==> src/rtl/mips_input_conditioner.sv <==
// mips_input_conditioner: synchronizes and debounces board switches/buttons
// into single-cycle load and port-reset strobes for mips_top.
module mips_input_conditioner #(
    parameter int SW_WIDTH  = 10,
    parameter int DB_CYCLES = 500000
) (
    input  logic                clk,
    input  logic                rst,
    input  logic [SW_WIDTH-1:0] sw,
    input  logic                sel_sw,
    input  logic                btn_load,
    input  logic                btn_rst,
    output logic [31:0]         user_input,
    output logic                port_sel,
    output logic                port_en,
    output logic                port_rst
);

    localparam int CW = $clog2(DB_CYCLES + 1);
    localparam logic [CW-1:0] CNT_MAX = CW'(DB_CYCLES - 1);

    // Button index: 0 = load, 1 = port reset.
    localparam int B_LOAD = 0;
    localparam int B_RST  = 1;

    logic [SW_WIDTH-1:0] sw_s1_q, sw_s2_q;
    logic                sel_s1_q, sel_s2_q;
    logic [1:0]          btn_s1_q, btn_s2_q;

    logic [1:0]          stab_q, stab_d;
    logic [1:0]          stab_dly_q;
    logic [1:0][CW-1:0]  cnt_q, cnt_d;
    logic [1:0]          rise;

    logic [31:0]         ui_q, ui_d;
    logic                sel_q, sel_d;
    logic                en_q, en_d;
    logic                prst_q, prst_d;

    // Two-flop synchronizers for every asynchronous board input.
    always_ff @(posedge clk) begin
        if (rst) begin
            sw_s1_q  <= '0;
            sw_s2_q  <= '0;
            sel_s1_q <= 1'b0;
            sel_s2_q <= 1'b0;
            btn_s1_q <= '0;
            btn_s2_q <= '0;
        end else begin
            sw_s1_q  <= sw;
            sw_s2_q  <= sw_s1_q;
            sel_s1_q <= sel_sw;
            sel_s2_q <= sel_s1_q;
            btn_s1_q <= {btn_rst, btn_load};
            btn_s2_q <= btn_s1_q;
        end
    end

    // Debouncer next state: a level is accepted only after DB_CYCLES
    // consecutive differing samples; any return to stable restarts.
    always_comb begin
        stab_d = stab_q;
        cnt_d  = cnt_q;
        for (int i = 0; i < 2; i++) begin
            if (btn_s2_q[i] == stab_q[i]) begin
                cnt_d[i] = '0;
            end else if (cnt_q[i] == CNT_MAX) begin
                stab_d[i] = btn_s2_q[i];
                cnt_d[i]  = '0;
            end else begin
                cnt_d[i] = cnt_q[i] + CW'(1);
            end
        end
    end

    // Debouncer state and the delayed copy used for edge detection.
    always_ff @(posedge clk) begin
        if (rst) begin
            stab_q     <= '0;
            stab_dly_q <= '0;
            cnt_q      <= '0;
        end else begin
            stab_q     <= stab_d;
            stab_dly_q <= stab_q;
            cnt_q      <= cnt_d;
        end
    end

    assign rise = stab_q & ~stab_dly_q;

    // Output next state: port reset takes priority over a load.
    always_comb begin
        ui_d   = ui_q;
        sel_d  = sel_q;
        en_d   = 1'b0;
        prst_d = 1'b0;
        if (rise[B_RST]) begin
            prst_d = 1'b1;
            ui_d   = '0;
            sel_d  = 1'b0;
        end else if (rise[B_LOAD]) begin
            en_d                 = 1'b1;
            ui_d                 = '0;
            ui_d[SW_WIDTH-1:0]   = sw_s2_q;
            sel_d                = sel_s2_q;
        end
    end

    // Registered outputs.
    always_ff @(posedge clk) begin
        if (rst) begin
            ui_q   <= '0;
            sel_q  <= 1'b0;
            en_q   <= 1'b0;
            prst_q <= 1'b0;
        end else begin
            ui_q   <= ui_d;
            sel_q  <= sel_d;
            en_q   <= en_d;
            prst_q <= prst_d;
        end
    end

    assign user_input = ui_q;
    assign port_sel   = sel_q;
    assign port_en    = en_q;
    assign port_rst   = prst_q;

endmodule
==> config.mk <==
export PLATFORM = sky130hd
export DESIGN_NAME = mips_input_conditioner
export DESIGN_NICKNAME = d
export VERILOG_FILES = /design/src/rtl/mips_input_conditioner.sv
export SDC_FILE = /design/constraint.sdc
export NUM_CORES = 1
export LEC_CHECK = 0
export BUFFER_PORTS_ARGS = -buffer_cell sky130_fd_sc_hd__buf_4
export CELL_PAD_IN_SITES_DETAIL_PLACEMENT = 0
export CELL_PAD_IN_SITES_GLOBAL_PLACEMENT = 1
export CORE_ASPECT_RATIO = 0.75
export CORE_MARGIN = 2
export CORE_UTILIZATION = 45
export DETAILED_ROUTE_END_ITERATION = 7
export GPL_ROUTABILITY_DRIVEN = 0
export PLACE_DENSITY_LB_ADDON = 0.08
export SKIP_LAST_GASP = 1
export SYNTH_ARGS = -nofsm -noshare
export SYNTH_HDL_FRONTEND = slang
export SYNTH_SLANG_ARGS = --single-unit
==> constraint.sdc <==
create_clock -name clk -period 2.9 [get_ports clk]
set_input_delay 0.145 -clock clk [delete_from_list [all_inputs] [get_ports clk]]
set_output_delay 0.145 -clock clk [all_outputs]
set_load 0.02 [all_outputs]
==> results.txt, run 1 <==
Post-synthesis cell count: 342
Max Slew Vio Count: 0
Mapped Area: 0.003147 mm²
Hold-critical path endpoint: sw_s1_q[8]
Hold Path Class: input pin to register
Max_slew headroom: 43.88%
Register area share after synthesis: 51.53%
Hold violation count in the final report: 0
DRC: 0
Hold Path Origin: sw[8]
Worst-case reg-to-reg path depth: 4
Skew final: 0.009582 ns
Port bufs: 27
Clock Tree Buf Depth: 2
Yosys cell types: 35
Initial core utilization: 46.28%
CTS hold repair buffers: 6
Drt via density: 4.748
WS Path Type: register to register
Avg Cell Area, Syn: 9.201 µm²
Crit path launch: cnt_q[15]
# rows: 26
Crit path max-delay cell type: or4b_2
Filler cell count: 646
Fin Setup TNS: 0 ns
Die Span Y: 76.42 µm
Wire length per cell: 11.42 µm
DRT Wirelength: 5264 µm
First-pass GRT wire length: 8983 µm
FF+latch area: 0.001622 mm²
Hold path cells: 2
CP startpoint kind: register
Layout area overhead: 13.24%
Final worst setup slack: 0.7917 ns
Worst-margin pin slew: 0.8400 ns
Arr. time, crit path: 2.31 ns
Post-place setup slack: 0.8018 ns
Worst-skew pair later-pin latency: 0.35 ns
Post-CTS Resized: 0
Die X: 100.6 µm
CP max stage delay: 0.69 ns
Placed Instances: 439
Largest net degree at the start of global routing: 34
Switching power: 0.4637 mW
Layout cell share with drive strength beyond 1: 14.06%
FMAX: 474.3 MHz
RSZ-0062 raised after global routing: false
Core box area: 0.006799 mm²
Non-filler cells, final: 461
Final Critical Period: 2.108 ns
Area of the multi-input gates: 0.001353 mm²
Critical Path RT: 3.10 ns
# IOs: 50
Post-route clock period utilization: 72.70%
Dpl cell area: 0.003316 mm²
Internal: 1.499 mW
Drt pass-1 iters: 4
Clock Power Share: 38.5%
N_diodes: 0
Worst-path cell chain: nand3_1 > or4b_2 > o21ai_2 > nor2_1
RR Endpoint: cnt_q[11]
HPWL after DPL: 3439 µm
Clk root buf: clkbuf_8
Worst ir drop on vdd: 0.3119 mV
GR Util All Layers: 14.57%
Commonest non-fill, non-tap cells in the layout: 81 x dfxtp_1, 33 x nand2_1, 31 x nor2_1
Gr ovfl total: 0
Status: finished, final reports clean
Yosys warns: 0
Worst Path Max Fanout: 19
Power Dens Cells: 550.9 mW/mm²
Part of the power in registers: 57.7%
CP endpoint kind: register
Switch share: 23.62%
Vias in the first global route: 1967
Final Util: 52.41%
Worst-path clk slew: 0.08 ns
Die area: 0.007685 mm²
CTS Sinks: 81
R2r setup slk: 0.79 ns
Hold WS: 0.02052 ns
Cts bufs inserted: 9
TritonCTS clock tree: yes
Post-CTS Setup Inserts: 0
Total number of vias: 2189
Combinational power share: 3.8%
Seq cells post-synth: 81
Total Power: 1.963 mW
DR iter-0 viols: 90
Commonest non-fill, non-tap cell in the layout: dfxtp_1
Leakage: 1.253 nW
Max-cap violations: 0
Finished Cell Area: 0.003563 mm²
Post-route ant nets: 0
Initial antenna violation count: 0
Final Setup Violations: 0
NumNets Final: 389
H-tree Lvls: 3
Worst R2R Start: cnt_q[15]
==> cell usage after synthesis (all sizes together) <==
| master | number | area share, % |
|---|---|---|
| dfxtp | 81 | 52 |
| nand2 | 33 | 3.9 |
| nor2 | 31 | 3.7 |
| nor2b | 29 | 5.8 |
| buf | 25 | 5.7 |
| a21oi | 24 | 3.8 |
| nand3 | 14 | 2.4 |
| xor2 | 14 | 3.9 |
| xnor2 | 11 | 3.1 |
| clkbuf | 10 | 1.2 |
| inv | 9 | 1.1 |
| o21ai | 8 | 1.4 |
| or3 | 8 | 1.7 |
| nand4 | 7 | 1.4 |
| or4 | 7 | 1.7 |
| o31ai | 6 | 1.4 |
| and4 | 4 | 1.2 |
| nor4 | 4 | 0.80 |
| and3 | 2 | 0.40 |
| ha | 2 | 0.80 |
| nand2b | 2 | 0.40 |
| nor4b | 2 | 0.56 |
| or4b | 2 | 0.64 |
| a21o | 1 | 0.24 |
| and2 | 1 | 0.20 |
| conb | 1 | 0.12 |
| nor3 | 1 | 0.16 |
| nor4bb | 1 | 0.32 |
| o21bai | 1 | 0.36 |
| or2 | 1 | 0.20 |
==> metal layers <==
layer	part of all wire, %	global-route usage (%)
met1	54	20.56
met2	41	20.67
met3	4.4	4.220
met4	1.3	6.164
met5	0	0
==> power by group through the flow <==
stage | registers (mW) | clock network, mW | logic [mW]
after global placement | 1.16 | 0 | 0.0677
after CTS | 1.13 | 0.792 | 0.0743
after floorplan | 1.16 | 0 | 0.0720
after detailed placement | 1.16 | 0 | 0.0678
after global routing | 1.14 | 0.831 | 0.0820
final | 1.13 | 0.756 | 0.0740
==> how the worst max path moves through the flow <==
| stage | endpoint | slack (ns) | depth (start not counted) |
|---|---|---|---|
| final | cnt_q[11] | 0.79 | 4 |
| after global routing | cnt_q[11] | 0.56 | 5 |
| after CTS | cnt_q[11] | 0.78 | 4 |
| after detailed placement | cnt_q[11] | 0.80 | 4 |
| after global placement | cnt_q[13] | 0.84 | 4 |
| after floorplan | cnt_q[36] | 1.09 | 5 |
==> kinds of logic after synthesis <==
kind of cell | Yosys count | synth area share, %
fa+ha+maj | 2 | 0.7951
compound gates | 40 | 7.237
flops | 81 | 51.53
simple gates | 149 | 25.37
xor+xnor | 25 | 6.958
buf+inv | 44 | 7.992
other cells | 1 | 0.1192
==> final cells by class <==
type	count	share of cell area, %
inverter	9	0.9480
sequential	81	45.51
multi-input combinational	238	37.96
tap	84	2.949
clock inverter	6	1.404
timing repair buffer	33	7.374
clock buffer	10	3.862
==> flip-flops by register name, indices dropped and copies added (netlist names) <==
signal / count
sel_s1_q: 1
btn_s1_q: 2
port_sel: 1
sel_s2_q: 1
cnt_q: 38
btn_s2_q: 2
user_input: 10
sw_s2_q: 10
stab_q: 2
sw_s1_q: 10
stab_dly_q: 2
port_rst: 1
port_en: 1
==> critical path, delay by kind of cell (launching register included) <==
kind,cells,cell delay (ns)
AO/OA/AOI/OAI,1,0.64
AND/OR/NAND/NOR,3,0.94
flip-flops,1,0.39
Power figures use the tool's default switching activity.
==> run 2, diff against run 1 <==
CORE_UTILIZATION = 42   (was 45)
clock period = 2.1 ns   (was 2.9 ns; I/O delays follow)
==> results.txt, run 2 (synthesis gave the netlist of run 1 again) <==
Status: finished, final reports clean
Final worst setup slack: 0.1787 ns
Final Util: 50.96%
Worst-path cell chain: ha_1 > nand4_1 > or3_1 > or4_1 > a21oi_1
Gr ovfl total: 0
Arr. time, crit path: 2.21 ns
Clock Tree Buf Depth: 2
Dpl cell area: 0.003374 mm²
N_diodes: 0
Drt via density: 4.604
Total number of vias: 2256
Internal: 2.203 mW
Worst-path clk slew: 0.09 ns
Leakage: 1.323 nW
WS Path Type: register to register
First-pass GRT wire length: 9577 µm
Crit path max-delay cell type: or3_1
FMAX: 520.5 MHz
DRC: 0
# rows: 27
Cts bufs inserted: 9
Die area: 0.008208 mm²
Layout area overhead: 18.17%
Initial core utilization: 43.12%
Finished Cell Area: 0.003719 mm²
WL met2: 2102 µm
CP max stage delay: 0.48 ns
Top sig layer: met4
Final Critical Period: 1.921 ns
Drt pass-1 iters: 5
Hold violation count in the final report: 0
Hold WS: 0.1294 ns
Largest net degree at the start of global routing: 34
DRT met1 WL: 2996 µm
NumNets Final: 401
Filler cell count: 714
CP endpoint kind: register
Post-place setup slack: 0.1813 ns
Hold path cells: 2
Final Setup Violations: 0
WP buf/inv: 0
Metal3 WL: 334 µm
TritonCTS clock tree: yes
Fin Setup TNS: 0 ns
Port bufs: 27
RSZ-0062 raised after global routing: false
Worst-case reg-to-reg path depth: 5
Power Dens Cells: 771.8 mW/mm²
Die X: 104.0 µm
Hold Path Class: input pin to register
Total Power: 2.870 mW
Max-cap violations: 0
Max Slew Vio Count: 0
Switching power: 0.6668 mW
Part of the power in registers: 54.5%
Skew final: 0.009122 ns
Largest register FFs: 38
Wire length per cell: 11.16 µm
Largest delay contributor family on the critical path: simple AND/OR/NAND/NOR gates
Largest reg by FF count: cnt_q
Post-route ant nets: 0
Critical Path RT: 2.38 ns
Clock Power Share: 41.5%
DRT Wirelength: 5466 µm
# IOs: 50
Combinational power share: 4.0%
Non-filler cells, final: 490
Layout cell share with drive strength beyond 1: 15.17%
Worst-skew pair later-pin latency: 0.35 ns
GR Util All Layers: 14.65%
CP startpoint kind: register
Placed Instances: 461
Clk root buf: clkbuf_8
CTS Sinks: 81
Post-route clock period utilization: 91.49%
Vias in the first global route: 1995
Commonest non-fill, non-tap cell in the layout: dfxtp_1
Commonest non-fill, non-tap cells in the layout: 81 x dfxtp_1, 33 x nand2_1, 32 x buf_4
Switch share: 23.23%
Post-CTS Setup Inserts: 0
Crit path depth: 5
Initial antenna violation count: 0
H-tree Lvls: 3
Worst Path Max Fanout: 5
Die Span Y: 78.96 µm
Worst ir drop on vdd: 0.3253 mV
HPWL after DPL: 3620 µm
Core box area: 0.007297 mm²
DR iter-0 viols: 72
run 2: power groups by stage:
stage | combinational, mW | sequential (mW) | clock [mW]
after floorplan | 0.0994 | 1.60 | 0
after global placement | 0.0961 | 1.60 | 0
after detailed placement | 0.0957 | 1.60 | 0
after CTS | 0.115 | 1.57 | 1.23
after global routing | 0.126 | 1.57 | 1.30
final | 0.115 | 1.56 | 1.19
run 2: layout make-up:
cell class | count | area (µm²) | share of cell area [%]
Sequential cell | 81 | 1622 | 43.61
Multi-Input combinational cell | 238 | 1356 | 36.47
Timing Repair Buffer | 45 | 370.4 | 9.960
Clock buffer | 10 | 137.6 | 3.701
Tap cell | 101 | 126.4 | 3.398
Clock inverter | 6 | 72.57 | 1.952
Inverter | 9 | 33.78 | 0.9085
run 2: repair_timing:
| action | in CTS | in global routing |
|---|---|---|
| setup endpoints to repair | 0 | 1 |
| hold buffers | 13 | 0 |
| endpoints found under the hold margin | 13 | 0 |
| gates resized for setup | 0 | 1 |
run 2: final timing paths:
check / startpoint / to / slack [ns]
worst max-delay path: cnt_q[19] / cnt_q[35] / 0.18
worst min-delay path: rst / sw_s1_q[9] / 0.13
worst max register to register: cnt_q[19] / cnt_q[35] / 0.18
worst min register to register: sw_s2_q[4] / user_input[4] / 0.43
run 2: metal layers:
metal	track usage, %	vias up
li1	-	1185
met3	5.747	4
met5	0	-
met2	20.20	56
met1	20.71	1011
met4	4.865	0
==> run 3, diff against run 2 <==
CELL_PAD_IN_SITES_DETAIL_PLACEMENT = not set   (was 0)
CELL_PAD_IN_SITES_GLOBAL_PLACEMENT = not set   (was 1)
CORE_UTILIZATION = 55   (was 42)
==> results.txt, run 3 (synthesis gave the netlist of run 1 again) <==
Status: finished, final reports clean
Clock Power Share: 40.9%
DRC: 0
CP startpoint kind: register
Die area: 0.006349 mm²
Largest register FFs: 38
Largest net degree at the start of global routing: 21
Internal: 2.205 mW
Worst-path clk slew: 0.08 ns
Max-cap violations: 0
Power Dens Cells: 770.1 mW/mm²
Combinational power share: 4.1%
WS Path Type: register to register
HPWL after DPL: 3508 µm
Die X: 91.34 µm
Drt via density: 4.852
Largest reg by FF count: cnt_q
Worst ir drop on vdd: 0.5050 mV
FMAX: 519.9 MHz
Part of the power in registers: 55.0%
Commonest non-fill, non-tap cell in the layout: dfxtp_1
Hold WS: 0.02855 ns
Critical Path RT: 2.38 ns
CP endpoint kind: register
Initial core utilization: 57.86%
Arr. time, crit path: 2.21 ns
Clk root buf: clkbuf_8
RSZ-0062 raised after global routing: false
Hold violation count in the final report: 0
Post-CTS Setup Inserts: 0
N_diodes: 0
Fin Setup TNS: 0 ns
TritonCTS clock tree: yes
DRT Wirelength: 5148 µm
# IOs: 50
Final Critical Period: 1.923 ns
# rows: 23
Max Slew Vio Count: 0
Skew final: 0.006271 ns
Drt pass-1 iters: 4
Vias in the first global route: 2103
H-tree Lvls: 3
Worst Path Max Fanout: 5
First-pass GRT wire length: 9308 µm
Leakage: 1.328 nW
Cts bufs inserted: 9
Clock Tree Buf Depth: 2
Core box area: 0.005439 mm²
Post-route clock period utilization: 91.59%
Switch share: 22.44%
Total number of vias: 2256
Worst-skew pair later-pin latency: 0.35 ns
CTS Sinks: 81
Layout area overhead: 17.30%
Wire length per cell: 11.07 µm
Post-route ant nets: 0
Die Span Y: 69.51 µm
Gr ovfl total: 0
Commonest non-fill, non-tap cells in the layout: 81 x dfxtp_1, 33 x nand2_1, 33 x buf_4
Initial antenna violation count: 0
GR Util All Layers: 17.99%
Hold Path Class: input pin to register
Final Setup Violations: 0
NumNets Final: 402
Port bufs: 27
DR iter-0 viols: 91
Layout cell share with drive strength beyond 1: 15.13%
Switching power: 0.6378 mW
## run 3: cell types whose count changed in the layout (fill, tap and decap cells not counted), sizes merged
cell / previous run / this run
clkinv: 1 / 3
buf: 32 / 33
clkinvlp: 1 / 0
inv: 12 / 11
## run 3: metrics by stage
step           cell area, µm²  setup WS [ns]  utilization, %  total power, mW  instances
2_1_floorplan            3226         0.2855               -            1.699        363
3_3_place_gp             3349         0.2461           61.58            1.697        436
3_5_place_dp             3349         0.1851           61.58            1.698        436
4_1_cts                  3691         0.1775           67.86            2.881        465
5_1_grt                  3691        0.01253           67.86            2.959        465
6_report                 3691         0.1766           67.86            2.842        465
## run 3: power by group through the flow
stage | combinational, mW | clock, mW | sequential (mW)
final | 0.117 | 1.16 | 1.56
after global routing | 0.128 | 1.26 | 1.57
after CTS | 0.116 | 1.20 | 1.56
after detailed placement | 0.0970 | 0 | 1.60
after global placement | 0.0962 | 0 | 1.60
after floorplan | 0.0994 | 0 | 1.60
## run 3: path summary, 6_finish.rpt
check | start | endpoint | slack [ns] | depth (start not counted)
max reg2reg | cnt_q[19] | cnt_q[37] | 0.18 | 5
max | cnt_q[19] | cnt_q[37] | 0.18 | 5
min | rst | sw_s2_q[9] | 0.03 | 2
min reg2reg | sw_s1_q[6] | sw_s2_q[6] | 0.44 | 1
## run 3: routing by layer
metal  routed length (µm)  up-vias  GRT usage [%]
met4                   73        0          5.556
li1                     -     1185              -
met2                 2180       45          26.91
met3                  221        7          6.848
met1                 2672     1019          24.17
met5                    0        -              0
## run 3: worst max-delay path, cell delays in order (launching register included)
cell	delay [ns]
dfxtp_1	0.37
ha_1	0.24
nand4_1	0.19
or3_1	0.49
or4_1	0.42
a21oi_1	0.14
## run 3: timing repair
action / CTS / global route
setup endpoints to repair: 0 / 0
endpoints found under the hold margin: 13 / 0
hold buffers: 13 / 0
resized for setup: 0 / 0
## run 3: final cells by class
type / instances / area [µm²]
fill: 447 / 1748
sequential: 81 / 1622
multi-input combinational: 238 / 1353
timing repair buffer: 46 / 377.9
clock buffer: 10 / 137.6
tap: 75 / 93.84
clock inverter: 6 / 73.82
inverter: 9 / 33.78
